==> config.mk <==
export PLATFORM = sky130hd
export DESIGN_NAME = efuse_pgm_seq
export DESIGN_NICKNAME = d
export VERILOG_FILES = /design/src/rtl/efuse_pkg.sv /design/src/rtl/efuse_tmr.sv /design/src/rtl/efuse_pgm_seq.sv
export SDC_FILE = /design/constraint.sdc
export NUM_CORES = 1
export LEC_CHECK = 0
export CAP_MARGIN = 20
export CORE_MARGIN = 5
export CORE_UTILIZATION = 54
export CTS_BUF_LIST = sky130_fd_sc_hd__clkbuf_2 sky130_fd_sc_hd__clkbuf_4 sky130_fd_sc_hd__clkbuf_8
export DETAILED_ROUTE_END_ITERATION = 16
export HOLD_SLACK_MARGIN = 0.08
export PLACE_DENSITY = 0.79
export REMOVE_ABC_BUFFERS = 1
export SKIP_CTS_REPAIR_TIMING = 1
export SLEW_MARGIN = 20
export SYNTH_ARGS = -nofsm -noshare
export SYNTH_HDL_FRONTEND = slang
export SYNTH_SLANG_ARGS = --single-unit
==> constraint.sdc <==
create_clock -name clk -period 2.9 [get_ports clk]
set_input_delay 0.725 -clock clk [delete_from_list [all_inputs] [get_ports clk]]
set_output_delay 0.725 -clock clk [all_outputs]
set_load 0.005 [all_outputs]
==> src/rtl/efuse_pkg.sv <==
// rtl/efuse_pkg.sv - shared efuse sequencer types and constants
package efuse_pkg;

    typedef enum logic [2:0] {
        IDLE,
        SETUP,
        SCAN,
        STROBE,
        HOLD,
        FINISH
    } pgm_state_e;

    localparam int EFUSE_BITS   = 256;
    localparam int EFUSE_ADDR_W = 8;
    localparam int TMR_W        = 8;

    localparam int DEF_T_SETUP  = 4;
    localparam int DEF_T_PGM    = 100;
    localparam int DEF_T_HOLD   = 4;

endpackage

==> src/rtl/efuse_tmr.sv <==
// rtl/efuse_tmr.sv - loadable down-counter; expire marks the final cycle of a timed state
module efuse_tmr
    import efuse_pkg::*;
(
    input  logic             clk,
    input  logic             rst_n,
    input  logic             load,
    input  logic [TMR_W-1:0] load_val,
    output logic             expire
);

    logic [TMR_W-1:0] cnt_q;

    always_ff @(posedge clk) begin
        if (!rst_n) begin
            cnt_q <= '0;
        end else if (load) begin
            cnt_q <= load_val;
        end else if (cnt_q != '0) begin
            cnt_q <= cnt_q - TMR_W'(1);
        end
    end

    // A load value of N gives exactly N cycles in the state before expire.
    assign expire = (cnt_q == TMR_W'(1));

endmodule

==> src/rtl/efuse_pgm_seq.sv <==
// rtl/efuse_pgm_seq.sv - efuse program sequencer: burns each set bit of one write request
module efuse_pgm_seq #(
    parameter int NW         = 64,
    parameter int EFUSE_BITS = efuse_pkg::EFUSE_BITS,
    parameter int T_SETUP    = efuse_pkg::DEF_T_SETUP,
    parameter int T_PGM      = efuse_pkg::DEF_T_PGM,
    parameter int T_HOLD     = efuse_pkg::DEF_T_HOLD
) (
    input  logic                              clk,
    input  logic                              rst_n,
    input  logic                              write_start,
    input  logic [$clog2(EFUSE_BITS/NW)-1:0]  write_sel,
    input  logic [NW-1:0]                     write_data,
    output logic                              write_done,
    output logic                              efuse_busy_write,
    output logic [$clog2(NW+1)-1:0]           prog_cnt,
    output logic                              efuse_csb,
    output logic                              efuse_pgmen,
    output logic                              efuse_strobe,
    output logic [$clog2(EFUSE_BITS)-1:0]     efuse_addr
);

    import efuse_pkg::*;

    localparam int IDX_W  = $clog2(NW);
    localparam int SEL_W  = $clog2(EFUSE_BITS / NW);
    localparam int ADDR_W = $clog2(EFUSE_BITS);
    localparam int CNT_W  = $clog2(NW + 1);

    localparam logic [TMR_W-1:0] SETUP_LD = TMR_W'(T_SETUP);
    localparam logic [TMR_W-1:0] PGM_LD   = TMR_W'(T_PGM);
    localparam logic [TMR_W-1:0] HOLD_LD  = TMR_W'(T_HOLD);
    localparam logic [IDX_W-1:0] IDX_LAST = IDX_W'(NW - 1);

    pgm_state_e        state_q, state_d;
    logic [NW-1:0]     data_q;
    logic [SEL_W-1:0]  sel_q;
    logic [IDX_W-1:0]  idx_q;
    logic [ADDR_W-1:0] bit_addr;

    logic              accept;
    logic              idx_inc;
    logic              strobe_entry;
    logic              finish_exit;
    logic              tmr_load;
    logic [TMR_W-1:0]  tmr_val;
    logic              tmr_expire;

    // Bank base plus index; NW divides the macro so this never leaves the bank.
    assign bit_addr = ADDR_W'(sel_q) * ADDR_W'(NW) + ADDR_W'(idx_q);

    efuse_tmr u_tmr (
        .clk      (clk),
        .rst_n    (rst_n),
        .load     (tmr_load),
        .load_val (tmr_val),
        .expire   (tmr_expire)
    );

    always_comb begin
        state_d      = state_q;
        accept       = 1'b0;
        idx_inc      = 1'b0;
        strobe_entry = 1'b0;
        finish_exit  = 1'b0;
        tmr_load     = 1'b0;
        tmr_val      = '0;
        unique case (state_q)
            IDLE: begin
                if (write_start) begin
                    accept = 1'b1;
                    if (write_data != '0) begin
                        state_d  = SETUP;
                        tmr_load = 1'b1;
                        tmr_val  = SETUP_LD;
                    end
                end
            end
            SETUP: begin
                if (tmr_expire) begin
                    state_d = SCAN;
                end
            end
            SCAN: begin
                if (data_q[idx_q]) begin
                    state_d      = STROBE;
                    strobe_entry = 1'b1;
                    tmr_load     = 1'b1;
                    tmr_val      = PGM_LD;
                end else if (idx_q == IDX_LAST) begin
                    state_d  = FINISH;
                    tmr_load = 1'b1;
                    tmr_val  = HOLD_LD;
                end else begin
                    idx_inc = 1'b1;
                end
            end
            STROBE: begin
                if (tmr_expire) begin
                    state_d  = HOLD;
                    tmr_load = 1'b1;
                    tmr_val  = HOLD_LD;
                end
            end
            HOLD: begin
                if (tmr_expire) begin
                    if (idx_q == IDX_LAST) begin
                        state_d  = FINISH;
                        tmr_load = 1'b1;
                        tmr_val  = HOLD_LD;
                    end else begin
                        state_d = SCAN;
                        idx_inc = 1'b1;
                    end
                end
            end
            FINISH: begin
                if (tmr_expire) begin
                    state_d     = IDLE;
                    finish_exit = 1'b1;
                end
            end
            default: state_d = IDLE;
        endcase
    end

    // Macro controls are registered from the next state so they align with the state register.
    always_ff @(posedge clk) begin
        if (!rst_n) begin
            state_q          <= IDLE;
            data_q           <= '0;
            sel_q            <= '0;
            idx_q            <= '0;
            prog_cnt         <= '0;
            write_done       <= 1'b0;
            efuse_busy_write <= 1'b0;
            efuse_csb        <= 1'b1;
            efuse_pgmen      <= 1'b0;
            efuse_strobe     <= 1'b0;
            efuse_addr       <= '0;
        end else begin
            state_q          <= state_d;
            efuse_busy_write <= (state_d != IDLE);
            efuse_csb        <= (state_d == IDLE);
            efuse_pgmen      <= (state_d != IDLE);
            efuse_strobe     <= (state_d == STROBE);
            if (accept) begin
                data_q     <= write_data;
                sel_q      <= write_sel;
                idx_q      <= '0;
                prog_cnt   <= '0;
                write_done <= (write_data == '0);
            end
            if (idx_inc) begin
                idx_q <= idx_q + IDX_W'(1);
            end
            if (strobe_entry) begin
                prog_cnt   <= prog_cnt + CNT_W'(1);
                efuse_addr <= bit_addr;
            end
            if (finish_exit) begin
                write_done <= 1'b1;
            end
        end
    end

endmodule
* Word-level counts from Yosys, hierarchy flattened *
Cells that the tools add are included.

cells by class
  add/sub/neg operators = 4
  magnitude comparators = 1
  equality and inequality tests = 8
  multiplexer cells = 43
  reduce and logical (&&, ||, !) cells = 10

operator list
  kind                                                                   number
  64-bit logical NOT                                                     1
  64-bit nonzero test                                                    1
  3-bit 2-to-1 mux                                                       14
  7-bit case mux with 4 select lines                                     1
  7-bit 2-to-1 mux                                                       3
  3-bit case mux with 6 select lines                                     1
  1-bit 2-to-1 mux                                                       17
  8-bit 2-to-1 mux                                                       2
  6-bit 2-to-1 mux                                                       2
  3-bit by 2-bit equality test with 1-bit output, second input constant  3
  8-bit by 6-bit adder with 8-bit output                                 1
  8-bit by 1-bit equality test with 1-bit output, second input constant  1
  2-bit nonzero test                                                     4
  8-bit nonzero test                                                     1
  8-bit by 1-bit subtractor with 8-bit output, second input constant     1
  7-bit by 1-bit adder with 7-bit output, second input constant          1
  6-bit by 7-bit < comparator with 1-bit output, second input constant   1
  6-bit by 1-bit adder with 6-bit output, second input constant          1
  1-bit binary-select mux with 6-bit select                              1
  3-bit equality test, second input constant                             2
  6-bit equality test, second input constant                             1
  3-bit logical NOT                                                      2
  1-bit case mux with 4 select lines                                     1
  3-bit by 1-bit equality test with 1-bit output, second input constant  1
  other kinds (2)                                                        2

storage, ports and cells
  register bits after elaboration = 102
  bits of input ports = 69
  output and inout port bits = 20
  word-level logic and storage cells = 77

* Depth between registers and ports, before layout *
Gate-level depths: netlist of run 1.

  depth after elaboration = 5
  mapped depth = 10
  mapped depth without buffers = 8

* By module *
A second synthesis of run 1 with hierarchy kept.

unflattened totals
  cell total of the unflattened synthesis = 576
  area, all modules = 4828.4 sq um

modules (own cells, without submodules)
  module         times used  cells each  area an instance (sq um)  sequential area each (sq um)
  efuse_pgm_seq  1           523         4331.7                    1881.8
  efuse_tmr      1           53          496.7                     160.2

* Least setup slack after synthesis of run 1 *
No wires, ideal clock.

  path kind = register to register
  start = reg idx_q[0]
  end = reg idx_q[2]
  setup time = 0.122 ns
  arrival = 2.249 ns
  data required time = 2.778 ns
  path slack = 0.529 ns
  cell stages (with the launch flop) = 8
  path buffers = 0
  period minus slack after synthesis = 2.371 ns
  cells stage by stage = dfxtp_1 mux4_1 mux2_2 o31a_1 and4_4 o2111ai_2 nand2_2 a221o_1

on the way
  word-level cells in the longest chain between the ends = 5
  elaborated cells between the ends (all ways) = 10
  classes of those cells = 1 x add/sub; 1 x eq/ne; 7 x mux; 1 x reduce/logical

RTL lines
  what                                                                              RTL line                                                        source
  from (decl)                                                                       efuse_pgm_seq.sv:38                                             logic [IDX_W-1:0] idx_q;
  from (signal assigned)                                                            efuse_pgm_seq.sv:155                                            idx_q <= idx_q + IDX_W'(1);
  1-bit binary-select mux with 6-bit select or 6-bit equality test (tied branches)  efuse_pgm_seq.sv:85, efuse_pgm_seq.sv:90, efuse_pgm_seq.sv:107
  1-bit 2-to-1 mux, on equally long branches                                        efuse_pgm_seq.sv:85, efuse_pgm_seq.sv:90, efuse_pgm_seq.sv:107
  1-bit 2-to-1 mux, on equally long branches                                        efuse_pgm_seq.sv:85, efuse_pgm_seq.sv:106
  1-bit case mux with 2 select lines                                                efuse_pgm_seq.sv:68                                             unique case (state_q)
  6-bit 2-to-1 mux or 2-bit nonzero test (tied branches)                            -

Several ways; a longest one is shown, not always the timed one. The select of a mux whose other input is x is not followed.
A chain may end at the register's enable or synchronous reset.

* Final worst setup path of run 1 *
  start = in write_data[22]
  end = reg u_tmr.cnt_q[5]

on the way
  word-level cells in the longest chain between the ends = 5
  elaborated cells between the ends (all ways) = 6
  classes of those cells = 4 x mux; 2 x reduce/logical

RTL lines
  what                                                    RTL line             source
  from (decl)                                             efuse_pgm_seq.sv:13  input logic [NW-1:0] write_data,
  64-bit nonzero test *                                   efuse_pgm_seq.sv:72  if (write_data != '0) begin
  1-bit 2-to-1 mux *                                      efuse_pgm_seq.sv:72
  1-bit 2-to-1 mux *                                      efuse_pgm_seq.sv:70  if (write_start) begin
  1-bit case mux with 4 select lines *                    efuse_pgm_seq.sv:68
  8-bit 2-to-1 mux or 2-bit nonzero test (tied branches)  -
  to (signal assigned)                                    efuse_tmr.sv:18      cnt_q <= load_val;
  to (signal assigned)                                    efuse_tmr.sv:20      cnt_q <= cnt_q - TMR_W'(1);
  to (decl)                                               efuse_tmr.sv:12      logic [TMR_W-1:0] cnt_q;

Every way passes the cells marked *; elsewhere a longest branch is shown, timed or not.

==> results of run 1 <==
==> state kept, by name, summed over array words and instances, names as in the netlist <==
name	count
data_q	64
efuse_addr	8
u_tmr.cnt_q	8
prog_cnt	7
idx_q	6
state_q	3
sel_q	2
efuse_csb	1
efuse_pgmen	1
efuse_strobe	1
write_done	1
==> final cells by class <==
class / instances / area, µm² / share of cell area [%]
inverters: 3 / 11.26 / 0.1892
flip-flops and latches: 102 / 2042 / 34.30
multi-input cells: 420 / 2540 / 42.67
clock buffers: 9 / 123.9 / 2.081
repair buffers: 108 / 1056 / 17.74
well taps: 108 / 135.1 / 2.270
clock inverters: 6 / 45.04 / 0.7566
==> per-layer routing <==
| metal | vias to the layer above | wire, µm | global-route usage [%] | share of wire (%) |
|---|---|---|---|---|
| met4 | 0 | 278 | 8.233 | 2.4 |
| li1 | 2150 | - | - | - |
| met5 | - | 0 | 0 | 0 |
| met2 | 151 | 5817 | 35.06 | 49 |
| met3 | 22 | 690 | 6.021 | 5.9 |
| met1 | 2056 | 4972 | 26.79 | 42 |
==> worst max-delay path by stage <==
stage / to / cells after the start / from / slack [ns]
after floorplan: idx_q[2] / 5 / write_start / -3.83
after global placement: u_tmr.cnt_q[0] / 10 / write_data[21] / -0.27
after detailed placement: u_tmr.cnt_q[5] / 10 / write_data[22] / -0.32
after CTS: u_tmr.cnt_q[5] / 10 / write_data[22] / 0.05
after global routing: u_tmr.cnt_q[1] / 9 / write_data[22] / 0.003
final: u_tmr.cnt_q[5] / 10 / write_data[22] / 0.13
==> worst register-to-register path: cells and delay by family, from the launching register on <==
kind	cells	cell delay (ns)
flip-flops	1	0.51
AND/OR/NAND/NOR	2	0.34
AO/OA/AOI/OAI	3	0.83
multiplexers	2	0.89
==> layout by cell type (no fill, tap or decap), drive strengths merged, types with 4 or more instances in the layout <==
master         count
a211oi             4
a21oi             82
and3               4
buf               20
clkbuf             9
clkdlybuf4s50     88
dfxtp            102
ha                 4
inv                5
mux2i             14
mux4              15
nand2            155
nand3             20
nand3b             6
nand4              8
nor2              20
nor2b              7
nor3               4
nor4              18
o21ai             11
xor2               6
==> cell families (layout without fill, tap and decap cells) <==
family | count (synthesis) | count (layout) | share of synthesized area [%]
buf+inv | 45 | 126 | 4.261
xor+xnor | 7 | 7 | 1.289
mux | 30 | 30 | 10.36
compound gates | 122 | 122 | 15.02
flops | 102 | 102 | 42.92
simple gates | 257 | 257 | 25.09
fa+ha+maj | 4 | 4 | 1.052
==> power by group through the flow <==
stage | registers (mW) | logic [mW] | clock network [mW]
after floorplan | 1.65 | 0.556 | 0
after global placement | 1.66 | 0.811 | 0
after detailed placement | 1.67 | 0.842 | 0
after CTS | 1.64 | 0.851 | 0.819
after global routing | 1.66 | 0.944 | 0.881
final | 1.64 | 0.854 | 0.803
==> per-stage QoR <==
step / cell area, µm² / setup WS [ns]
final: 5953 / 0.1279
after global routing: 5953 / 0.002728
after CTS: 5932 / 0.04984
after detailed placement: 5763 / -0.3227
after global placement: 5763 / -0.2698
after floorplan: 4566 / -3.831
==> metrics.yaml, run 1 <==
powerDensity_mw_per_mm2: 554.1
whs_path_depth: 2
fmax_ghz: 0.3607
post-route-drc-count: 0
reg2reg_slack_ns: 0.24
finalNetCount: 717
num_io_pins: 89
antenna_left: 0
r2r_cells: 7
yosysMostFrequentCell: "nand2_1"
diodes: 0
rsz0062_at_grt: "no"
r2r-start: "idx_q[0]"
area_growth_pct: 25.14
cp-end-kind: "register"
min_path_type: "reg2reg"
cts_tree: "built"
syn_area_mm2: 0.004757
skew_ns: 0.01485
cts_buffer_depth: 2
drt-pass1-iter-count: 5
grt_max_degree: 71
comb_power_share_pct: 25.9
p_leak_nw: 2.134
synth_warnings: 0
cp_max_fo: 3
worstMarginPinSlew_ns: 0.4973
avgSynthCellArea_um2: 8.390
synth_commonest_cells: "154 x nand2_1, 102 x dfxtp_1, 82 x a21oi_1, 28 x clkbuf_1, 20 x nor2_1"
holdWs_ns: 0.4559
switchingPower_mw: 1.062
min_to: "data_q[38]"
setup_violations: 0
fillers: 718
worst-path-buf-inv: 3
synth.area.top_cells: "dfxtp_1 43%, nand2_1 12%, a21oi_1 8.6%"
grtUsageTotal_pct: 21.43
synth_flop_cell: "dfxtp_1"
placedCellCount: 741
hold_path_startpoint: "data_q[38]"
htree_num_levels: 3
path_class: "in2reg"
overflow: 0
dp_hpwl_um: 8500
clkPwrFrac_pct: 24.3
r2r-end: "idx_q[2]"
path_clk_slew_ns: 0.10
antenna_found_initial: 0
p_sw_share_pct: 32.20
outcome: "completed"
vias_per_cell: 5.792
synth_edf_count: 0
crit_top_cell: "buf_4"
ir_worst_vdd_mv: 0.3257
synth_seq_cells: 102
worstPathRequired_ns: 3.19
min_period_ns: 2.772
cts-root-buf: "clkbuf_8"
initial_core_util_pct: 55.09
power_frac_seq_pct: 49.8
wl_per_cell_um: 15.55
grt_pass1_wl_um: 19630
power_mw: 3.298
crit_family: "simple AND/OR/NAND/NOR gates"
setup-tns-final_ns: 0
cp_slowest_cell: "clkdlybuf4s50_1"
arrival_ns: 3.07
dieHeight_um: 103.9
die_w_um: 103.9
row_count: 34
synth_cells: 567
crit_chain: "clkdlybuf4s50_1 -> nor4_1 -> nand4_1 -> nor4_4 -> buf_4 -> o32ai_1 -> a31oi_1 -> buf_4 -> nand3_1 -> a21oi_1"
vias: 4379
core_area_mm2: 0.008636
dr.first_iter.drc_count: 172
min_period_over_period_pct: 95.59
grt_pass1_vias: 4253
synthArstFlopShare_pct: 0
seq_area_frac_synth_pct: 42.92
portBuffers: 88
layout.cells.non_filler: 756
cp-start-kind: "input port"
cap_violations: 0
gp_congestion: 0.9004
ys_types: 58
cts.sinks: 102
clock_latency_ns: 0.37
maxSlewHeadroom_pct: 66.80
post-route-util_pct: 68.94
yosysTopAreaCell: "dfxtp_1"
totalWireLength_um: 11760
yosys.area.top_type_share_pct: 42.92
slowest_delay_ns: 0.45
cts_made_buffers: 9
internal_power_mw: 2.236
hold_viol_final: 0
report.final.slew_viol_count: 0
layout-drive-gt1-share_pct: 10.19
die_area_mm2: 0.01079
(Power assumes the default switching activity.)
==> inputs of run 2 (changes only) <==
--- a/config.mk
+++ b/config.mk
@@ -6,7 +6,7 @@
 export NUM_CORES = 1
 export LEC_CHECK = 0
 export CAP_MARGIN = 20
-export CORE_MARGIN = 5
+export CORE_MARGIN = 3
 export CORE_UTILIZATION = 54
 export CTS_BUF_LIST = sky130_fd_sc_hd__clkbuf_2 sky130_fd_sc_hd__clkbuf_4 sky130_fd_sc_hd__clkbuf_8
 export DETAILED_ROUTE_END_ITERATION = 16
@@ -14,6 +14,7 @@
 export PLACE_DENSITY = 0.79
 export REMOVE_ABC_BUFFERS = 1
 export SKIP_CTS_REPAIR_TIMING = 1
+export SKIP_LAST_GASP = 1
 export SLEW_MARGIN = 20
 export SYNTH_ARGS = -nofsm -noshare
 export SYNTH_HDL_FRONTEND = slang
==> run 2 against run 1 <==
  * Routed wire length fell by 1.5%
  * Cell count grew 1.9%
  * Sequential power is essentially flat
  * Critical path type unchanged
  * Critical endpoint is now u_tmr.cnt_q[1]
  * Largest power group unchanged
  * Highest routed layer unchanged
==> metrics.yaml, run 2 (synthesis results as in run 1) <==
outcome: "completed"  # unchanged
power_mw: 3.438  # was 3.298 mW
die_area_mm2: 0.009972  # was 0.01079 mm²
setup_violations: 0  # unchanged
overflow: 0  # unchanged
path_class: "in2reg"  # unchanged
clock_latency_ns: 0.36  # was 0.37 ns
area_growth_pct: 28.54  # was 25.14%
rsz0062_at_grt: "no"  # unchanged
dr.first_iter.drc_count: 223  # was 172
holdWs_ns: 0.4580  # was 0.4559 ns
r2r-start: "idx_q[0]"  # unchanged
slowest_delay_ns: 0.43  # was 0.45 ns
startpoint: "write_data[7]"  # was write_data[22]
top_regs: "data_q: 64 flops, efuse_addr: 8 flops, u_tmr.cnt_q: 8 flops"  # unchanged
crit_chain: "clkdlybuf4s50_1 -> nor4_1 -> nand4_1 -> nor4_2 -> buf_4 -> o32ai_1 -> a31oi_1 -> nand3_2 -> a211oi_1"  # was clkdlybuf4s50_1 -> nor4_1 -> nand4_1 -> nor4_4 -> buf_4 -> o32ai_1 -> a31oi_1 -> buf_4 -> nand3_1 -> a21oi_1
wl_per_cell_um: 15.04  # was 15.55 µm
cp_max_fo: 5  # was 3
cp-start-kind: "input port"  # unchanged
cp_slowest_cell: "clkdlybuf4s50_1"  # unchanged
min_period_ns: 2.762  # was 2.772 ns
totalWireLength_um: 11580  # was 11,760 µm
grt_pass1_vias: 4143  # was 4,253
ir_worst_vdd_mv: 0.3298  # was 0.3257 mV
largest_reg_flops: 64  # unchanged
top_register: "data_q"  # unchanged
finalNetCount: 733  # was 717
stdcell_area_mm2: 0.006115  # was 0.005953 mm²
worst-path-buf-inv: 2  # was 3
row_count: 33  # was 34
p_leak_nw: 2.224  # was 2.134 nW
path_clk_slew_ns: 0.10  # about the same
post-route-drc-count: 0  # unchanged
num_io_pins: 89  # unchanged
antenna_left: 0  # unchanged
layout-drive-gt1-share_pct: 12.78  # was 10.19%
final_cell_mix: "154 x nand2_1, 102 x dfxtp_1, 88 x clkdlybuf4s50_1, 82 x a21oi_1, 34 x buf_4"  # was 154 x nand2_1, 102 x dfxtp_1, 88 x clkdlybuf4s50_1, 82 x a21oi_1, 20 x nor2_1
core_area_mm2: 0.008382  # was 0.008636 mm²
placed_area_mm2: 0.005879  # was 0.005763 mm²
maxSlewHeadroom_pct: 60.71  # was 66.80%
htree_num_levels: 3  # unchanged
min_path_type: "reg2reg"  # unchanged
min_period_over_period_pct: 95.22  # was 95.59%
fmax_ghz: 0.3621  # was 0.3607 GHz
vias_per_cell: 5.744  # was 5.792
dieHeight_um: 99.86  # was 103.9 µm
portBuffers: 88  # unchanged
powerDensity_mw_per_mm2: 562.3  # was 554.1 mW/mm²
hold_viol_final: 0  # unchanged
cts_buffer_depth: 2  # unchanged
gp_congestion: 0.8847  # was 0.9004
cts_made_buffers: 9  # unchanged
vias: 4423  # was 4,379
arrival_ns: 3.04  # was 3.07 ns
crit_family: "simple AND/OR/NAND/NOR gates"  # unchanged
report.final.slew_viol_count: 0  # unchanged
worstMarginPinSlew_ns: 0.5893  # was 0.4973 ns
skew_ns: 0.01303  # was 0.01485 ns
cts.sinks: 102  # unchanged
cts-root-buf: "clkbuf_8"  # unchanged
drt-pass1-iter-count: 5  # unchanged
die_w_um: 99.86  # was 103.9 µm
hold_path_startpoint: "data_q[25]"  # was data_q[38]
grtUsageTotal_pct: 23.45  # was 21.43%
cp-end-kind: "register"  # unchanged
antenna_found_initial: 0  # unchanged
grt_pass1_wl_um: 19240  # was 19,630 µm
worstPathRequired_ns: 3.17  # was 3.19 ns
initial_core_util_pct: 56.75  # was 55.09%
final_common_cell: "nand2_1"  # unchanged
cap_violations: 0  # unchanged
dp_hpwl_um: 8418  # was 8500 µm
cts_tree: "built"  # unchanged
grt_max_degree: 88  # was 71
diodes: 0  # unchanged
## run 2: routing by layer
layer	GRT usage, %	up-vias	wire length (µm)
li1	-	2187	-
met1	32.33	2086	5115
met2	37.71	132	5654
met3	4.239	18	641
met4	7.038	0	171
met5	0	-	0
## run 2: worst paths after layout
path	endpoint	slack, ns	depth (start not counted)
max	u_tmr.cnt_q[1]	0.14	9
max reg2reg	u_tmr.cnt_q[1]	0.17	7
min	data_q[25]	0.46	2
min reg2reg	data_q[25]	0.46	2
## run 2: final cells by class
class	instances	area, µm²
clock buffers	11	145.1
clock inverters	5	65.06
fillers	643	2267
inverters	3	11.26
multi-input cells	420	2544
flip-flops and latches	102	2042
well taps	105	131.4
repair buffers	124	1176
## run 2: per-stage QoR
| step | setup TNS, ns | worst slack (ns) | utilization (%) | std cells |
|---|---|---|---|---|
| 2_1_floorplan | -238.57 | -3.831 | - | 525 |
| 3_3_place_gp | -2.795 | -0.3091 | 70.14 | 754 |
| 3_5_place_dp | -3.083 | -0.3592 | 70.14 | 754 |
| 4_1_cts | -0.02136 | -0.02136 | 72.65 | 770 |
| 5_1_grt | 0 | 0.0004488 | 72.95 | 770 |
| 6_report | 0 | 0.1385 | 72.95 | 770 |
## run 2: where the power goes
group	switching (mW)	internal (mW)	total, mW
clock	0.490	0.442	0.932
sequential	0.102	1.54	1.64
combinational	0.472	0.393	0.865
## run 2: tightest hold or removal path, stage by stage (launching register included)
cell,delay [ns]
dfxtp_1,0.32
nand2_1,0.05
a21oi_1,0.05
==> inputs of run 3 (changes only) <==
--- a/config.mk
+++ b/config.mk
@@ -6,16 +6,19 @@
 export NUM_CORES = 1
 export LEC_CHECK = 0
 export CAP_MARGIN = 20
+export CELL_PAD_IN_SITES_DETAIL_PLACEMENT = 1
+export CELL_PAD_IN_SITES_GLOBAL_PLACEMENT = 1
 export CORE_MARGIN = 3
-export CORE_UTILIZATION = 54
+export CORE_UTILIZATION = 36
 export CTS_BUF_LIST = sky130_fd_sc_hd__clkbuf_2 sky130_fd_sc_hd__clkbuf_4 sky130_fd_sc_hd__clkbuf_8
 export DETAILED_ROUTE_END_ITERATION = 16
 export HOLD_SLACK_MARGIN = 0.08
-export PLACE_DENSITY = 0.79
+export PLACE_DENSITY = 0.75
 export REMOVE_ABC_BUFFERS = 1
 export SKIP_CTS_REPAIR_TIMING = 1
 export SKIP_LAST_GASP = 1
 export SLEW_MARGIN = 20
 export SYNTH_ARGS = -nofsm -noshare
 export SYNTH_HDL_FRONTEND = slang
+export SYNTH_HIERARCHICAL = 1
 export SYNTH_SLANG_ARGS = --single-unit
==> constraint.sdc (replaced) <==
create_clock -name clk -period 2.3 [get_ports clk]
set_input_delay 0.575 -clock clk [delete_from_list [all_inputs] [get_ports clk]]
set_output_delay 0.575 -clock clk [all_outputs]
set_load 0.005 [all_outputs]
==> run 3 against run 2 <==
  * The flow now finishes with violations (setup timing)
  * Clock skew is 0.0014 ns higher
  * Final area grew 9.8%
  * Global-route usage fell by 3.7 points
  * Sequential power up 24%
==> metrics.yaml, run 3 <==
layout.cells.non_filler: 886  # was 770
htree_num_levels: 3  # unchanged
grt_pass1_vias: 4909  # was 4,143
seq_area_frac_synth_pct: 42.29  # was 42.92%
cp-start-kind: "input port"  # unchanged
yosys.area.top_type_share_pct: 42.29  # was 42.92%
fmax_ghz: 0.3610
grt_max_degree: 68  # was 88
core_area_mm2: 0.01288  # was 0.008382 mm²
setup-tns-final_ns: -7.681  # was 0 ns
area_growth_pct: 39.08  # was 28.54%
ys_types: 65  # was 58
min_period_over_period_pct: 120.4
grt_pass1_wl_um: 23370  # was 19,240 µm
syn_area_mm2: 0.004828  # was 0.004757 mm²
top_regs: "data_q: 64 flops, efuse_addr: 8 flops, u_tmr/cnt_q: 8 flops"  # was data_q: 64 flops, efuse_addr: 8 flops, u_tmr.cnt_q: 8 flops
min_path_type: "reg2reg"  # unchanged
final_cell_mix: "157 x nand2_1, 100 x dfxtp_1, 81 x clkdlybuf4s50_1, 79 x a21oi_1, 63 x buf_4"  # was 154 x nand2_1, 102 x dfxtp_1, 88 x clkdlybuf4s50_1, 82 x a21oi_1, 34 x buf_4
path_class: "in2reg"  # unchanged
min_period_ns: 2.770
p_leak_nw: 2.545  # was 2.224 nW
report.final.slew_viol_count: 0  # unchanged
vias_per_cell: 5.256  # was 5.744
path_clk_slew_ns: 0.09  # was 0.10 ns
largest_reg_flops: 64  # unchanged
portBuffers: 88  # unchanged
gp_congestion: 0.7716  # was 0.8847
fin_ws_ns: -0.4699  # was 0.1385 ns
die_w_um: 121.8  # was 99.86 µm
row_count: 41  # was 33
cts_tree: "built"  # unchanged
hold_viol_final: 0  # unchanged
synthArstFlopShare_pct: 0  # unchanged
worstPathRequired_ns: 2.61  # was 3.17 ns
maxSlewHeadroom_pct: 55.96  # was 60.71%
yosysMostFrequentCell: "nand2_1"  # unchanged
synth_cells: 576  # was 567
drt-pass1-iter-count: 4  # was 5
finalNetCount: 783  # was 733
outcome: "finished, violations left"  # was completed
synth_edf_count: 0  # unchanged
skew_ns: 0.01444  # was 0.01303 ns
synth_warnings: 6  # was 0
antenna_found_initial: 0  # unchanged
die_area_mm2: 0.01484  # was 0.009972 mm²
cap_violations: 0  # unchanged
worstMarginPinSlew_ns: 0.6607  # was 0.5893 ns
avgSynthCellArea_um2: 8.383  # was 8.390 µm²
layout-drive-gt1-share_pct: 20.45  # was 12.78%
placedCellCount: 866  # was 754
r2r-start: "idx_q[0]"  # unchanged
cp-end-kind: "register"  # unchanged
cp_slowest_cell: "clkdlybuf4s50_1"  # unchanged
violations: "setup timing"
clock_latency_ns: 0.40  # was 0.36 ns
rsz0062_at_grt: "yes"  # was no
num_io_pins: 89  # unchanged
post-route-drc-count: 0  # unchanged
dr.first_iter.drc_count: 219  # was 223
synth_flop_cell: "dfxtp_1"  # unchanged
vias: 4657  # was 4,423
placed_area_mm2: 0.006297  # was 0.005879 mm²
powerDensity_mw_per_mm2: 609.2  # was 562.3 mW/mm²
yosysTopAreaCell: "dfxtp_1"  # unchanged
cts_buffer_depth: 2  # unchanged
top_register: "data_q"  # unchanged
final_common_cell: "nand2_1"  # unchanged
cts-root-buf: "clkbuf_8"  # unchanged
crit_top_cell: "buf_4"
cts.sinks: 102  # unchanged
ir_worst_vdd_mv: 0.2864  # was 0.3298 mV
startpoint: "write_data[33]"  # was write_data[7]
setup_violations: 33  # was 0
synth_seq_cells: 102  # unchanged
cts_made_buffers: 9  # unchanged
initial_core_util_pct: 37.50  # was 56.75%
hold_path_startpoint: "data_q[11]"  # was data_q[25]
arrival_ns: 3.08  # was 3.04 ns
slowest_delay_ns: 0.47  # was 0.43 ns
synth_commonest_cells: "157 x nand2_1, 102 x dfxtp_1, 80 x a21oi_1, 30 x clkbuf_1, 25 x nor2_1"  # was 154 x nand2_1, 102 x dfxtp_1, 82 x a21oi_1, 28 x clkbuf_1, 20 x nor2_1
overflow: 0  # unchanged
dp_hpwl_um: 10800  # was 8418 µm
cp_max_fo: 9  # was 5
diodes: 0  # unchanged
synth.area.top_cells: "dfxtp_1 42%, nand2_1 12%, a21oi_1 8.3%"  # was dfxtp_1 43%, nand2_1 12%, a21oi_1 8.6%
grtUsageTotal_pct: 19.73  # was 23.45%
crit_chain: "clkdlybuf4s50_1 -> nor4_2 -> buf_4 -> nand4_1 -> nor4_4 -> buf_4 -> o21ai_1 -> a311o_1 -> inv_2 -> buf_6 -> nor2_1 -> a211oi_2"  # was clkdlybuf4s50_1 -> nor4_1 -> nand4_1 -> nor4_2 -> buf_4 -> o32ai_1 -> a31oi_1 -> nand3_2 -> a211oi_1
antenna_left: 0  # unchanged
stdcell_area_mm2: 0.006715  # was 0.006115 mm²
dpl_worst_slack_ns: -1.101  # was -0.3592 ns
wl_per_cell_um: 16.57  # was 15.04 µm
dieHeight_um: 121.8  # was 99.86 µm
totalWireLength_um: 14690  # was 11,580 µm
==> run 3: changes by cell type in the layout (fill, tap and decap cells not counted), moves of 4 or more <==
cell | before | now
buf_4 | 34 | 63
nand4_1 | 8 | 4
nand3b_1 | 6 | 2
conb_1 | 0 | 5
inv_1 | 2 | 7
nor2_1 | 20 | 25
clkdlybuf4s50_1 | 88 | 81
nand3_1 | 18 | 11
dlymetal6s2s_1 | 0 | 7
o21ai_0 | 10 | 6
nor4_2 | 4 | 13
nor4_1 | 13 | 3
==> run 3: logic make-up after synthesis <==
kind of cell               Yosys count  synth area share, %
AOI/OAI and AO/OA                  128                16.43
xor gates and xnor gates             6                1.089
adders and majority gates            5                1.296
buffers and inverters               50                4.276
DFF                                102                42.29
muxes                               30                10.55
other                                1              0.07767
and+or+nand+nor                    254                24.00
==> run 3: power breakdown <==
part | leakage [nW] | switching [mW] | internal [mW] | total, mW
Sequential | 0.836 | 0.120 | 1.91 | 2.03
Combinational | 1.62 | 0.498 | 0.474 | 0.972
Clock | 0.0913 | 0.643 | 0.451 | 1.09
Total | 2.54 | 1.26 | 2.83 | 4.09
==> run 3: routing by layer <==
layer | share of wire (%) | GRT usage (%) | up-vias
li1 | - | - | 2276
met3 | 3.7 | 4.596 | 20
met5 | 0 | 0 | -
met2 | 52 | 36.05 | 93
met1 | 42 | 23.24 | 2268
met4 | 1.6 | 4.972 | 0
==> run 3: final timing paths <==
| kind | endpoint | slack (ns) | cells after the start |
|---|---|---|---|
| worst max-delay path | u_tmr/cnt_q[7] | -0.47 | 12 |
| worst min-delay path | data_q[11] | 0.46 | 2 |
| worst max register to register | u_tmr/cnt_q[7] | -0.44 | 11 |
| worst min register to register | data_q[11] | 0.46 | 2 |
==> run 3: area by class of cell <==
| type | instances | area (µm²) |
|---|---|---|
| Fill cell | 1519 | 6161 |
| Multi-Input combinational cell | 428 | 2755 |
| Clock inverter | 5 | 33.78 |
| Sequential cell | 102 | 2047 |
| Inverter | 10 | 37.54 |
| Tap cell | 172 | 215.2 |
| Clock buffer | 11 | 151.4 |
| Timing Repair Buffer | 158 | 1475 |
==> run 3: through the flow <==
| stage | power, mW | utilization (%) | hold slack, ns |
|---|---|---|---|
| floorplan | 2.559 | - | 0.4315 |
| finish | 4.091 | 52.15 | 0.4604 |
| detailed placement | 2.978 | 48.91 | 0.4470 |
| global route | 4.317 | 52.15 | 0.4743 |
| global placement | 2.928 | 48.91 | 0.4388 |
| CTS | 4.070 | 50.35 | 0.4613 |
==> run 3: worst max-delay path: cells and delay by family <==
kind                   cells  cell delay [ns]
buffers and inverters      5             1.03
AOI/OAI and AO/OA          3             0.66
and+or+nand+nor            4             0.83
==> patch: new RTL, settings of run 2 <==
Change the package constant `EFUSE_BITS` from 256 to 128.
--- a/src/rtl/efuse_pkg.sv
+++ b/src/rtl/efuse_pkg.sv
@@ -11,5 +11,5 @@
     } pgm_state_e;
 
-    localparam int EFUSE_BITS   = 256;
+    localparam int EFUSE_BITS   = 128;
     localparam int EFUSE_ADDR_W = 8;
     localparam int TMR_W        = 8;
Interface: changed (resized efuse_addr and write_sel); port bits go from 89 to 87. The function was not compared with the original's and may differ.
==> patch against run 2 <==
- register-to-register slack lost 0.16 ns
- critical endpoint is now efuse_pgmen
- largest cell class unchanged
- sequential cell count decreased by 2
- critical path depth is 1 lower
- area after synthesis is 2.7% higher
- final area up 6.3%
- setup slack worse by 0.13 ns
- power is 4.9% higher
- wire length up 5.9%
- clock power increased by 5.8%
- critical path type is now reg -> reg
==> patch: results (changes against run 2) <==
share of cells above drive strength 1 - 15.73% (+2.9 points)
global placement routability congestion - 0.8619 (-2.6%)
CP startpoint - idx_q[1]
hpwl dp - 8.830 mm (+4.9%)
port bufs - 86 (-2.3%)
pin count of the biggest net entering global routing - 88 (unchanged)
fillers - 640 (-0.47%)
HP Class - reg -> reg
Crit-path slowest cell - mux4_2
max incr delay on CP - 0.51 ns (+0.08 ns)
Post-Route Skew - 0.006519 ns (-0.006514 ns)
sequential fraction of the synthesis area - 40.97% (-2.0 points)
LEAKAGE - 0.002365 uW (+6.3%)
Async SR Flop Fraction - 0% (unchanged)
final-report max-slew violation count - 0 (unchanged)
Root Driver - clkbuf_8
Worst Path Arrival - 3.14 ns (+0.10 ns)
DR WL/cell - 15.31 um (+1.8%)
H-tree levels - 3 (unchanged)
CTS clk-pin slew, worst paths - 0.09 ns
initial antenna violation count - 0 (unchanged)
worst skew pair latency - 0.36 ns (about the same)
Total Neg Setup Slack - 0 ns (unchanged)
vias per cell - 5.678 (-1.2%)
CTS buffer count - 9 (unchanged)
biggest regs - data_q (64), u_tmr.cnt_q (8)
DRT Pass-1 Iters - 5 (unchanged)
Final Hold Vio Count - 0 (unchanged)
diodes inserted - 0 (unchanged)
Yosys Warn Count - 0 (unchanged)
Worst VDD drop - 252.6 uV (-23%)
synth cell count leaders - nand2_1, dfxtp_1, a21boi_0
HP Start - data_q[61]
gr usage total - 24.22% (+0.77 points)
Slew @ Worst Pin - 0.4555 ns (-0.1338 ns)
slack of the worst reg-to-reg path - 0.01 ns (-0.16 ns)
Synth cell types - 53 (-8.6%)
vias in the first global route - 4,409 (+6.4%)
crit path max fanout - 5 (unchanged)
first-pass GRT wire length - 19.97 mm (+3.8%)
run status - finished, final reports clean
Final #Nets - 761 (+3.8%)
largest cells by area after synthesis - dfxtp_1, nand2_1, a21boi_0
DR iter-0 viols - 152 (-32%)
clock buffer depth - 2 (unchanged)
==> patch: cell types whose count changed in the layout (fill, tap and decap cells not counted), moves of 4 or more <==
cell	run 2	this run
buf_4	34	53
o21ai_1	0	5
nand2_1	154	163
nand3_1	18	11
clkdlybuf4s50_1	88	84
a21oi_1	82	8
nand3b_1	6	2
xor2_1	6	1
a21boi_0	1	72
nor3_1	4	11
==> patch: critical path, delay by kind of cell, from the launching register on <==
family / cells / cell delay [ns]
AO/OA/AOI/OAI: 2 / 0.49
flip-flops: 1 / 0.39
buffers and inverters: 1 / 0.13
multiplexers: 3 / 1.30
AND/OR/NAND/NOR: 2 / 0.47
==> patch: layer usage <==
metal / share of wire (%) / global-route usage (%) / vias up
met5: 0 / 0 / -
met2: 51 / 43.26 / 127
met3: 5.0 / 5.260 / 25
li1: - / - / 2235
met1: 41 / 28.70 / 2161
met4: 2.3 / 8.180 / 0
==> patch: through the flow <==
step | setup slack, ns | hold slack [ns] | std cells | utilization, % | area [um^2]
after global routing | -0.06128 | 0.4851 | 801 | 74.19 | 6501
after global placement | -0.6289 | 0.4480 | 785 | 70.27 | 6158
after floorplan | -3.079 | 0.4386 | 534 | - | 4683
after CTS | -0.2961 | 0.4681 | 800 | 72.83 | 6382
after detailed placement | -0.6732 | 0.4564 | 785 | 70.27 | 6158
final | 0.009590 | 0.4654 | 801 | 74.19 | 6501
==> patch: area by class of cell <==
type                    count  area, um^2  share of cell area, %
clock inverters             4       72.57                  1.116
multi-input cells         429        2756                  42.40
inverters                   5       18.77                 0.2887
repair buffers            144        1361                  20.94
clock buffers              11       151.4                  2.329
well taps                 108       135.1                  2.079
flip-flops and latches    100        2006                  30.85
==> patch: kinds of logic (layout without fill, tap and decap cells) <==
| group | count (synthesis) | after routing | share of synthesized area [%] |
|---|---|---|---|
| buffers and inverters | 50 | 164 | 4.533 |
| XOR/XNOR | 5 | 5 | 0.8962 |
| adder cells (fa/ha/maj) | 4 | 4 | 1.024 |
| flip-flops | 100 | 100 | 40.97 |
| AO/OA/AOI/OAI | 127 | 127 | 19.00 |
| AND/OR/NAND/NOR | 268 | 268 | 25.20 |
| multiplexers | 25 | 25 | 8.374 |
==> patch: final timing paths <==
kind	depth (start not counted)	to
worst min register to register	2	data_q[61]
worst max-delay path	8	efuse_pgmen
worst min-delay path	2	data_q[61]
worst max register to register	8	efuse_pgmen
==> patch: report_power, final <==
| group | switching [uW] | leakage (uW) | total (uW) | internal, uW |
|---|---|---|---|---|
| Combinational | 513 | 0.00143 | 990 | 477 |
| Clock | 459 | 0.000111 | 986 | 527 |
| Sequential | 111 | 0.000819 | 1630 | 1520 |
| Total | 1080 | 0.00236 | 3610 | 2530 |
